[src/rtl/regfile_write_buffer.sv]
// regfile_write_buffer
//
// Posted-write buffer sitting in front of a register file. Upstream write
// requests are queued in FIFO order and drained into the register file
// whenever the register file grants a write slot (drain_en). Pending writes can
// be looked up by address so readers can forward the youngest queued value.
//
// Ports
//   clk       : single clock, all state updates on the rising edge
//   rst_n     : asynchronous active-low reset, discards every pending entry
//   in_valid  : upstream write request valid
//   in_ready  : buffer can accept a request this cycle (count < DEPTH)
//   in_addr   : target register of the request
//   in_data   : data of the request
//   drain_en  : register file may accept a write this cycle
//   w_en      : write strobe to the register file (drain_en && not empty)
//   w_addr    : register file write address (head entry, 0 when empty)
//   w_data    : register file write data (head entry, 0 when empty)
//   lk_addr   : forwarding lookup address
//   lk_hit    : some occupied entry targets lk_addr
//   lk_data   : data of the youngest occupied entry targeting lk_addr, else 0
//   count     : number of occupied entries

module regfile_write_buffer #(
    parameter int unsigned DW    = 16,
    parameter int unsigned AW    = 3,
    parameter int unsigned DEPTH = 4
) (
    input  logic                     clk,
    input  logic                     rst_n,
    input  logic                     in_valid,
    output logic                     in_ready,
    input  logic [AW-1:0]            in_addr,
    input  logic [DW-1:0]            in_data,
    input  logic                     drain_en,
    output logic                     w_en,
    output logic [AW-1:0]            w_addr,
    output logic [DW-1:0]            w_data,
    input  logic [AW-1:0]            lk_addr,
    output logic                     lk_hit,
    output logic [DW-1:0]            lk_data,
    output logic [$clog2(DEPTH):0]   count
);

    localparam int unsigned PW = $clog2(DEPTH);
    localparam int unsigned CW = PW + 1;

    // Entry storage and FIFO bookkeeping
    logic [AW-1:0] addr_q [DEPTH];
    logic [DW-1:0] data_q [DEPTH];
    logic [PW-1:0] head_q, head_d;
    logic [PW-1:0] tail_q, tail_d;
    logic [CW-1:0] count_q, count_d;

    logic push;
    logic pop;
    logic not_empty;

    assign not_empty = (count_q != '0);

    // in_ready depends only on the registered count, so a full buffer stays
    // closed during the cycle it pops and reopens on the following cycle.
    assign in_ready = (count_q < CW'(DEPTH));
    assign w_en     = drain_en && not_empty;

    assign push = in_valid && in_ready;
    assign pop  = w_en;

    // Head entry is presented only while occupied; zeros otherwise so the
    // outputs are clean after reset and between bursts.
    assign w_addr = not_empty ? addr_q[head_q] : '0;
    assign w_data = not_empty ? data_q[head_q] : '0;

    assign count = count_q;

    // Next-state for pointers and occupancy
    always_comb begin
        head_d  = head_q;
        tail_d  = tail_q;
        count_d = count_q;

        // Pointer width equals log2(DEPTH), so increment wraps DEPTH-1 -> 0.
        if (push) begin
            tail_d = tail_q + 1'b1;
        end
        if (pop) begin
            head_d = head_q + 1'b1;
        end

        unique case ({push, pop})
            2'b10:   count_d = count_q + 1'b1;
            2'b01:   count_d = count_q - 1'b1;
            default: count_d = count_q;
        endcase
    end

    always_ff @(posedge clk or negedge rst_n) begin
        if (!rst_n) begin
            head_q  <= '0;
            tail_q  <= '0;
            count_q <= '0;
        end else begin
            head_q  <= head_d;
            tail_q  <= tail_d;
            count_q <= count_d;
        end
    end

    always_ff @(posedge clk or negedge rst_n) begin
        if (!rst_n) begin
            for (int i = 0; i < DEPTH; i++) begin
                addr_q[i] <= '0;
                data_q[i] <= '0;
            end
        end else if (push) begin
            addr_q[tail_q] <= in_addr;
            data_q[tail_q] <= in_data;
        end
    end

    // Forwarding lookup over registered state only. Entries are walked from
    // oldest (head) to youngest, so the last match seen is the youngest one.
    logic [PW-1:0] lk_idx;

    always_comb begin
        lk_hit  = 1'b0;
        lk_data = '0;
        lk_idx  = head_q;
        for (int i = 0; i < DEPTH; i++) begin
            lk_idx = head_q + PW'(i);
            if ((CW'(i) < count_q) && (addr_q[lk_idx] == lk_addr)) begin
                lk_hit  = 1'b1;
                lk_data = data_q[lk_idx];
            end
        end
    end

endmodule

[config.mk]
export PLATFORM = sky130hd
export DESIGN_NAME = regfile_write_buffer
export DESIGN_NICKNAME = d
export VERILOG_FILES = /design/src/rtl/regfile_write_buffer.sv
export SDC_FILE = /design/constraint.sdc
export NUM_CORES = 1
export LEC_CHECK = 0
export ABC_AREA = 0
export ABC_CLOCK_PERIOD_IN_PS = 2200
export BUFFER_PORTS_ARGS = -buffer_cell sky130_fd_sc_hd__buf_4
export CAP_MARGIN = 40
export CORE_MARGIN = 2
export CORE_UTILIZATION = 35
export CTS_CLUSTER_SIZE = 8
export DETAILED_ROUTE_END_ITERATION = 7
export PLACE_DENSITY = 0.6
export SLEW_MARGIN = 5
export SYNTH_ARGS = -nofsm -noshare
export SYNTH_HDL_FRONTEND = slang
export SYNTH_SLANG_ARGS = --single-unit
[constraint.sdc]
create_clock -name clk -period 2.2 [get_ports clk]
set_input_delay 0.22 -clock clk [delete_from_list [all_inputs] [get_ports clk]]
set_output_delay 0.22 -clock clk [all_outputs]
set_load 0.02 [all_outputs]
==> impl_results.md <==
* Status: finished with violations
* Failing checks: negative setup slack
* Largest net degree at the start of global routing at 61
* Synth top area share at about 36%
* Finished layout cell area at between 8000 and 9000 µm²
* Yosys reg bits at 83
* Hold Crit Class: input port to register
* Initial Util at a little over a third
* Clock tree buffer depth at 2
* CTS Buf Count at 9
* Clk sinks at 83
* Share of cells above drive strength 1 at between 50% and 60%
* Critical Path AT at 2730 ps
* Top cells by area, synth: dfrtp_1, mux2_2, mux2i_1, o21ai_0, nand2_1
* Vias in the first global route at ~5,100
* Syn_nets at around 580
* M1 GR Usage at approximately a quarter
* Critical path's most frequent cell: buf_6
* IO Count at 67
* Kind of cell adding the most delay to the critical path: buffers and inverters
* CP bufs+invs at 4
* Final min period at between 2000 and 3000 ps
* CP Launch Type: register
* Core ar. at between 15,000 and 20,000 µm²
* Clk slew on worst S/H paths at 60 ps
* Slowest library cell on the worst path: dfrtp_4
* Transition time at the pin with the least slew margin at approximately 600 ps
* Worst-path cell chain: buf_6, buf_4, mux2i_1, xnor2_1, or3b_4, a21boi_4, buf_12, a221oi_2, a22oi_2, buf_6
* Mapped cell area at ~6000 µm²
* Die width at roughly 130 µm
* Top cell type by total area after synthesis: dfrtp_1
* Routed via count at ~4,800
* Layout area overhead at 42.40%
* Fin. max-slew vios at 0
* Synth cell types at 39
* Unrepaired setup endpoints after global routing: true
* Syn Area/Cell at between 10 and 15 µm²
* Post-DP Area at slightly below 7000 µm²
* Post-route ant nets at 0
* Setup ws final at -751.0 ps
* Setup slack at placement at -435.2 ps
* Hpwl dp at 11,160 µm
* Nets at approximately 700
* Initial antenna violation count at 0
* First-pass GRT wire length at 26,980 µm
* Syn Inst Count at ~540
* Share of the yosys chip area belonging to registers at 35.58%
* CP Class: register to output port
* PortBufs at 66
* Met2 Use GR at 32.07%
* Remaining global-route overflow at 0
* Worst Skew at about 8.3 ps
* Routed wire length per instance at 19.37 µm
* ANT cells at 0
* Gpl congestion at ~0.79
* CP max FO at 16
* H-tree Lvls at 3
* Total wire length at roughly 17,000 µm
* Total global-route track usage at 19.44%
* Fin. Hold Viols at 0
* First-pass DRT Iterations at 6
* Die area at ~18,000 µm²
* Synth Warn # at 0
* Vias/cell at approximately 5.4
* Max-slew headroom at the worst pin at 60.01%
* Die Y at between 100 and 150 µm
* Clk Latency, worst-skew pair at roughly 350 ps
* Final setup vio count at 33
* Max-Cap Viols at 0
* CTS tree: built
* CP Capture Type: output port
* CP max stage delay at about 510 ps
* Most Used Layer, Global Route: met2
* Final Cycle Share at 134.1%
* Num rows at 47
* Detailed router's first-iteration violation count at ~310
* Highest clock rate at around 340 MHz
* Required time of the critical path at between 1500 and 2000 ps
* # DRC at 0
* Met3 layer usage reported by global route at ~3.3%
* Fin util at approximately half
* Root Buffer: clkbuf_16
## per-layer routing
layer | wire length, µm | vias up
met5 | 0 | -
met4 | 427 | 0
met3 | 554 | 28
met2 | 8605 | 95
met1 | 7655 | 2430
li1 | - | 2246
## layout by cell type (no fill, tap or decap), types with 9 or more instances in the layout
| cell | instances |
|---|---|
| mux2i_1 | 81 |
| a22oi_2 | 15 |
| a21oi_2 | 15 |
| nand3_1 | 11 |
| buf_6 | 37 |
| clkbuf_16 | 10 |
| nand2_1 | 35 |
| o21ai_0 | 17 |
| ha_1 | 9 |
| mux2_2 | 84 |
| nor2b_1 | 13 |
| buf_12 | 11 |
| dfrtp_1 | 81 |
| a221oi_2 | 14 |
| xnor2_1 | 14 |
| o21ai_2 | 10 |
| buf_4 | 95 |
## stage by stage
stage / hold slack (ps) / TNS, ps / std cells
after floorplan: -75.59 / -1966 / 544
after global placement: 230.6 / -5943 / 845
after detailed placement: 248.5 / -6443 / 845
after CTS: 121.5 / -12290 / 880
after global routing: 128.5 / -16240 / 890
final: 128.3 / -14300 / 890
## final timing paths
kind / from / to / slack (ps) / cells past startpoint
max: head_q[1]$_DFFE_PN0P_ / lk_data[0] / -750 / 10
min: in_data[11] / data_q[27]$_DFFE_PN0P_ / 130 / 2
max reg2reg: count[2]$_DFFE_PN0P_ / data_q[39]$_DFFE_PN0P_ / 390 / 6
min reg2reg: data_q[16]$_DFFE_PN0P_ / data_q[16]$_DFFE_PN0P_ / 530 / 1
max in group asynchronous: rst_n / data_q[15]$_DFFE_PN0P_ / 1110 / 3
min in group asynchronous: rst_n / data_q[26]$_DFFE_PN0P_ / 400 / 2
## what timing repair did
item / in CTS / in global routing
endpoints found under the hold margin: 38 / 0
cloned: 7 / 1
buffers inserted: 14 / 9
endpoints found under the setup margin: 33 / 35
gates resized for setup: 110 / 94
pin swaps: 15 / 15
hold buffers: 1 / 0
## cell families after synthesis
logic type / synth area share, %
muxes: 35.61
AOI/OAI and AO/OA: 11.36
xor gates and xnor gates: 3.151
and+or+nand+nor: 8.253
buffers and inverters: 4.116
DFF: 35.58
adders and majority gates: 1.929
## cell type report
class	instances	area (µm²)
flip-flops and latches	83	2085
clock inverters	4	30.03
repair buffers	153	1560
well taps	220	275.3
clock buffers	10	229.0
multi-input cells	414	4110
fillers	1483	8154
inverters	6	22.52
## state kept, by name, indices dropped and copies added, names as in the netlist
signal  cells
count       3
data_q     64
addr_q     12
head_q      2
tail_q      2
## synthesized netlist by cell type
master      n
o21ai_1     1
mux4_2      4
buf_12      1
xnor2_1    14
ha_1        9
a22oi_1     6
buf_2      11
clkbuf_1   19
a311oi_1    1
and2_1      1
a2111oi_4   1
mux2i_2     3
or4_1       1
xor2_1      7
a21oi_1    20
o2111ai_1   1
inv_1       6
a221oi_1   15
o21bai_1    1
or3_4       1
buf_4       1
a21bo_1     1
nand3_2     1
o2111a_1    1
a22oi_2     9
or3b_2      1
nand2_1    37
mux2i_1    91
nand3_1    16
nor2b_1    22
o22ai_1     1
dfrtp_1    83
and3_1      1
o21ai_0    34
mux2_2     92
a21boi_4    1
buf_6       4
buf_1       5
nor2_1     20
Power is left out: the tool's default activity adds up to more than one toggle a clock period on the data nets, which glitch-free logic cannot reach.
